==> src/rtl/fp_defs.sv <==
// fp_defs: shared encodings and binary32 field constants for the sequenced FP adder.
package fp_defs;
  localparam int SIGN = 1;
  localparam int EXP = 8;
  localparam int FRAC = 23;
  localparam int MANT = 24;
  localparam int EXP_BIAS = 127;
  localparam int EXP_MAX = 255;
  localparam logic [31:0] QNAN = 32'h7FC00000;
  typedef enum logic [2:0] {
    S_IDLE, S_UNPACK, S_ALIGN, S_ADD, S_NORM, S_PACK, S_DONE
  } state_t;
endpackage

==> src/rtl/count_leading_zeros.sv <==
// count_leading_zeros: leading-zero count of a 24-bit mantissa (24 when all zero).
module count_leading_zeros
  import fp_defs::*;
(
  input  logic [MANT-1:0] m_i,
  output logic [4:0]      lz_o
);
  always_comb begin
    lz_o = 5'd24;
    for (int i = 0; i < MANT; i++) lz_o = m_i[i] ? 5'(MANT - 1 - i) : lz_o;
  end
endmodule

==> src/rtl/fp_add_sequencer.sv <==
// fp_add_sequencer: multi-cycle binary32 adder, one operation in flight, truncating.
module fp_add_sequencer
  import fp_defs::*;
(
  input  logic        clk,
  input  logic        rst,
  input  logic        in_valid,
  output logic        in_ready,
  input  logic [31:0] a,
  input  logic [31:0] b,
  output logic        out_valid,
  input  logic        out_ready,
  output logic [31:0] result,
  output logic        busy
);
  state_t state_q, state_d;
  logic [31:0] a_q, a_d, b_q, b_d, spec_q, spec_d, result_q, result_d;
  logic [MANT-1:0] ma_q, ma_d, mb_q, mb_d, mant_q, mant_d;
  logic [EXP-1:0] d_q, d_d;
  logic signed [9:0] exp_q, exp_d, lz_s;
  logic sign_q, sign_d, sub_q, sub_d, special_q, special_d, zero_q, zero_d, flush_q, flush_d;
  logic [4:0] lz;
  logic swap, nan, inf_a, inf_b;
  logic [31:0] x, y;
  logic [MANT:0] sum;
  logic [MANT-1:0] madd;
  assign in_ready = state_q == S_IDLE;
  assign busy = state_q != S_IDLE;
  assign out_valid = state_q == S_DONE;
  assign result = result_q;
  // Larger magnitude goes to x so alignment only ever shifts y right
  assign swap = b_q[30:0] > a_q[30:0];
  assign x = swap ? b_q : a_q;
  assign y = swap ? a_q : b_q;
  assign inf_a = a_q[30:FRAC] == 8'hFF && a_q[FRAC-1:0] == '0;
  assign inf_b = b_q[30:FRAC] == 8'hFF && b_q[FRAC-1:0] == '0;
  assign nan = (a_q[30:FRAC] == 8'hFF && a_q[FRAC-1:0] != '0) || (b_q[30:FRAC] == 8'hFF && b_q[FRAC-1:0] != '0);
  assign sum = {1'b0, ma_q} + {1'b0, mb_q};
  assign madd = sub_q ? ma_q - mb_q : sum[MANT] ? sum[MANT:1] : sum[MANT-1:0];
  assign lz_s = {5'd0, lz};
  count_leading_zeros u_clz (.m_i(mant_q), .lz_o(lz));
  always_comb begin
    state_d = state_q;
    a_d = a_q;
    b_d = b_q;
    spec_d = spec_q;
    result_d = result_q;
    ma_d = ma_q;
    mb_d = mb_q;
    mant_d = mant_q;
    d_d = d_q;
    exp_d = exp_q;
    sign_d = sign_q;
    sub_d = sub_q;
    special_d = special_q;
    zero_d = zero_q;
    flush_d = flush_q;
    case (state_q)
      S_IDLE: begin
        state_d = in_valid ? S_UNPACK : S_IDLE;
        a_d = in_valid ? a : a_q;
        b_d = in_valid ? b : b_q;
      end
      S_UNPACK: begin
        state_d = S_ALIGN;
        sign_d = x[31];
        sub_d = x[31] ^ y[31];
        exp_d = {2'b00, x[30:FRAC]};
        ma_d = x[30:FRAC] == '0 ? '0 : {1'b1, x[FRAC-1:0]};
        mb_d = y[30:FRAC] == '0 ? '0 : {1'b1, y[FRAC-1:0]};
        d_d = x[30:FRAC] - y[30:FRAC];
        special_d = nan || inf_a || inf_b;
        spec_d = (nan || (inf_a && inf_b && (a_q[31] ^ b_q[31]))) ? QNAN : {x[31], 8'hFF, 23'd0};
        zero_d = 1'b0;
        flush_d = 1'b0;
      end
      S_ALIGN: begin
        state_d = S_ADD;
        mb_d = d_q >= 8'd24 ? '0 : mb_q >> d_q;
      end
      S_ADD: begin
        state_d = S_NORM;
        mant_d = madd;
        exp_d = exp_q + {9'd0, ~sub_q & sum[MANT]};
        zero_d = madd == '0;
      end
      S_NORM: begin
        state_d = S_PACK;
        flush_d = !zero_q && exp_q <= lz_s;
        mant_d = (!zero_q && exp_q > lz_s) ? mant_q << lz : mant_q;
        exp_d = (!zero_q && exp_q > lz_s) ? exp_q - lz_s : exp_q;
      end
      S_PACK: begin
        state_d = S_DONE;
        result_d = special_q ? spec_q :
                   zero_q ? 32'd0 :
                   flush_q ? {sign_q, 31'd0} :
                   int'(exp_q) >= EXP_MAX ? {sign_q, 8'hFF, 23'd0} :
                   {sign_q, exp_q[EXP-1:0], mant_q[FRAC-1:0]};
      end
      S_DONE: state_d = out_ready ? S_IDLE : S_DONE;
      default: state_d = S_IDLE;
    endcase
  end
  always_ff @(posedge clk) begin
    if (rst) begin
      state_q <= S_IDLE;
      a_q <= '0;
      b_q <= '0;
      spec_q <= '0;
      result_q <= '0;
      ma_q <= '0;
      mb_q <= '0;
      mant_q <= '0;
      d_q <= '0;
      exp_q <= '0;
      sign_q <= 1'b0;
      sub_q <= 1'b0;
      special_q <= 1'b0;
      zero_q <= 1'b0;
      flush_q <= 1'b0;
    end else begin
      state_q <= state_d;
      a_q <= a_d;
      b_q <= b_d;
      spec_q <= spec_d;
      result_q <= result_d;
      ma_q <= ma_d;
      mb_q <= mb_d;
      mant_q <= mant_d;
      d_q <= d_d;
      exp_q <= exp_d;
      sign_q <= sign_d;
      sub_q <= sub_d;
      special_q <= special_d;
      zero_q <= zero_d;
      flush_q <= flush_d;
    end
  end
endmodule
==> config.mk <==
export PLATFORM = sky130hd
export DESIGN_NAME = fp_add_sequencer
export DESIGN_NICKNAME = d
export VERILOG_FILES = /design/src/rtl/fp_defs.sv /design/src/rtl/count_leading_zeros.sv /design/src/rtl/fp_add_sequencer.sv
export SDC_FILE = /design/constraint.sdc
export NUM_CORES = 1
export LEC_CHECK = 0
export ABC_CLOCK_PERIOD_IN_PS = 6050
export CAP_MARGIN = 0
export CORE_MARGIN = 5
export CORE_UTILIZATION = 60
export CTS_BUF_LIST = sky130_fd_sc_hd__clkbuf_16
export DETAILED_ROUTE_END_ITERATION = 6
export GPL_TIMING_DRIVEN = 0
export PLACE_DENSITY = 0.81
export SETUP_SLACK_MARGIN = 0.5
export SYNTH_ARGS = -nofsm -noshare
export SYNTH_HDL_FRONTEND = slang
export SYNTH_SLANG_ARGS = --single-unit
export TNS_END_PERCENT = 20
==> constraint.sdc <==
create_clock -name clk -period 6.05 [get_ports clk]
set_clock_uncertainty 0.05 [all_clocks]
set_input_delay 0.9075 -clock clk [delete_from_list [all_inputs] [get_ports clk]]
set_output_delay 0.9075 -clock clk [all_outputs]
set_load 0.02 [all_outputs]
==> out/qor.yml, run 1 <==
status: "completed"
synth-seq-area-share_pct: 26.5
path_buf_inv: 5
fin_crit_sh_pct: 86.4
pre_cts_slack_ns: 0.734
syn-num-nets: 2180
hp-start: "ma_q[20]"
io_pins: 103
synth_area_sq_um: 14900
grt_max_degree: 19
post-dp-hpwl_microns: 41700
synth-edff-count: 0
cp.depth: 22
ys_warn_count: 0
p_per_area_nw_per_um2: 290
cp.arrival_ns: 5.48
cp-start-kind: "register"
synth.distinct_cells: 87
finalCriticalPeriod_ns: 5.23
grt-ovfl-total: 0
fp.dieW_microns: 167
synth_top_family_by_area: "compound AO/OA/AOI/OAI gates"
dp_cells: 2449
fin_util_pct: 69.4
avgViaCountPerCell: 6.55
clkSlewWorstSetupHoldPaths_ns: 0.07
placed_area_sq_um: 16300
stdcell_count: 2480
yosysTopAreaCell: "dfxtp_1"
final-hold-violation-count: 0
cts_root_buffer: "clkbuf_16"
cts_tree: "done"
path_cells: "nand2b_1 > a221oi_1 > o41ai_1 > nor4b_1 > nor2_2 > buf_2 > inv_1 > ha_1 > inv_1 > fa_1 > a21o_1 > a21oi_1 > nor2b_1 > o22ai_1 > a21o_1 > nor3_2 > or2_2 > clkbuf_1 > clkbuf_1 > o21ai_0 > a31oi_1 > nor3_1"
place.gp.congestion: 1.03
rsz0062_at_grt: "no"
synthCells: 2023
fill_cells: 2069
grt_pass1_vias: 15100
yosys-top-cells-area: "dfxtp_1 (27%), nand2_1 (7.3%), ha_1 (7.2%), a21oi_1 (6.2%), mux2i_1 (6.2%)"
synthMuxAreaShare_pct: 8.77
rows: 57
vdd_drop_max_uv: 190
hold_buffers: 0
worstSetupPathType: "register to register"
crit_family: "compound AO/OA/AOI/OAI gates"
grt_util_all_layers_pct: 35.8
start_util_pct: 61.1
total_power_mw: 4.89
drv_slew: 0
dr.pass1.iters: 6
hold_ws_ns: 0.442
design_area_sq_um: 16900
crit_required_ns: 6.30
drive_above_1_share_pct: 4.92
grt_pass1_wl_microns: 81200
synth-seq-cells: 197
final_antenna_net_count: 0
yosys.area_share.simple_pct: 21.9
synth_top_area_share_pct: 26.5
setup_viol: 0
synth.cells.most_frequent: "nand2_1 (289), nor2_1 (228), dfxtp_1 (197)"
clk_path_buf_depth: 2
synthArstFlopShare_pct: 0
io_buffer_count: 102
slew_headroom_pct: 34.0
core-area_sq_um: 24300
drt-total-wl_microns: 52700
critPathCaptureType: "register"
antenna_found_initial: 1
synthMostInstantiatedCell: "nand2_1"
nets: 2301
setup_tns_ns: 0
maxCapViolations: 0
h-tree-depth: 4
timing.final.ws_setup_ns: 0.825
drc: 0
leakagePower_nw: 6.43
syn_to_final_growth_pct: 13.5
critPathLaunch: "mant_q[1]"
insertedDiodeCount: 0
whs_path_depth: 2
die_h_microns: 167
avgSynthCellArea_sq_um: 7.35
hold_class: "register to register"
synth-compound-area-share_pct: 26.1
tightest_slew_ns: 0.977
yosys.area_share.adder_pct: 7.65
synthFlopType: "dfxtp_1"
critical_path.max_fanout: 10
synth-xor-area-share_pct: 2.65
r2r_cells: 22
vias: 16300
avgRoutedWirePerCell_microns: 21.3
die-area_sq_um: 28000
drt_iter0_drc: 1875
rr_startpoint: "mant_q[1]"
tritoncts.num_buffers: 17
cts_sinks: 197
critical-path-max-stage-delay_ns: 0.57
fmax_ghz: 0.191
cpMaxStageDelayCell: "dfxtp_1"
clkLatencyLatePin_ns: 0.45
==> where the power goes <==
| part | switching [mW] | internal [mW] |
|---|---|---|
| logic | 1.41 | 0.820 |
| clock network | 0.566 | 0.579 |
| registers | 0.136 | 1.39 |
| total | 2.11 | 2.79 |
==> placed cells by master, fill, tap and decap left out, types with 16 or more instances in the layout <==
cell type	netlist	final
a21oi_1	184	184
a22oi_1	31	31
a31oi_1	20	20
buf_2	17	17
clkbuf_1	105	104
clkbuf_16	0	17
clkdlybuf4s50_1	0	102
dfxtp_1	197	197
ha_1	86	86
inv_1	100	101
mux2i_1	92	92
nand2_1	289	289
nand2b_1	16	16
nand3_1	30	30
nand4_1	20	20
nor2_1	228	227
nor3_1	56	55
nor4_1	25	25
o211ai_1	25	25
o21ai_0	140	140
o221ai_1	28	28
o22ai_1	16	16
xnor2_1	32	32
==> kinds of logic after synthesis <==
logic type	after synthesis
buffers and inverters	244
AND/OR/NAND/NOR	737
flip-flops	197
XOR/XNOR	45
AO/OA/AOI/OAI	598
multiplexers	113
adder cells (fa/ha/maj)	89
==> worst min-delay path: stages, from the launching register on <==
cell     delay, ns
dfxtp_1       0.33
nand2_1       0.05
o21ai_0       0.06
==> final timing paths <==
path / slack (ns) / end
min: 0.44 / ma_q[20]
min reg2reg: 0.44 / ma_q[20]
max reg2reg: 0.82 / mant_q[14]
max: 0.82 / mant_q[14]
==> layer usage <==
metal,GRT usage (%),routed length (microns),vias to the layer above
li1,-,-,7521
met1,46.5,20900,7607
met2,58.0,23900,942
met3,7.31,5350,178
met4,15.7,2560,2
met5,0,7,-
==> final cells by class <==
class / count / area, sq um / area share (%)
clock buffer: 17 / 425 / 2.52
clock inverter: 14 / 148 / 0.875
sequential: 197 / 3940 / 23.4
buffer: 139 / 559 / 3.32
tap: 324 / 405 / 2.40
timing repair buffer: 102 / 1020 / 6.05
inverter: 105 / 394 / 2.34
multi-input combinational: 1582 / 9970 / 59.1
==> timing repair <==
action / CTS / global route
setup endpoints to repair: 0 / 30
buffers inserted: 0 / 0
resized for setup: 0 / 4
==> sequential cells by signal, indices dropped and copies added (netlist names), 3 cells and up <==
| signal | count |
|---|---|
| d_q | 8 |
| mb_q | 24 |
| b_q | 32 |
| exp_q | 10 |
| result | 32 |
| ma_q | 24 |
| a_q | 32 |
| mant_q | 24 |
| state_q | 3 |
| spec_q | 3 |
Note: power is estimated with default switching activity, not from simulation.
==> run 2: changes to the inputs <==
--- a/config.mk
+++ b/config.mk
@@ -6,7 +6,7 @@
 export NUM_CORES = 1
 export LEC_CHECK = 0
 export ABC_CLOCK_PERIOD_IN_PS = 6050
-export CAP_MARGIN = 0
+export CAP_MARGIN = 10
 export CORE_MARGIN = 5
 export CORE_UTILIZATION = 60
 export CTS_BUF_LIST = sky130_fd_sc_hd__clkbuf_16
==> results of run 2 <==
The final DEF is identical to that of run 1; final timing and power are the same.
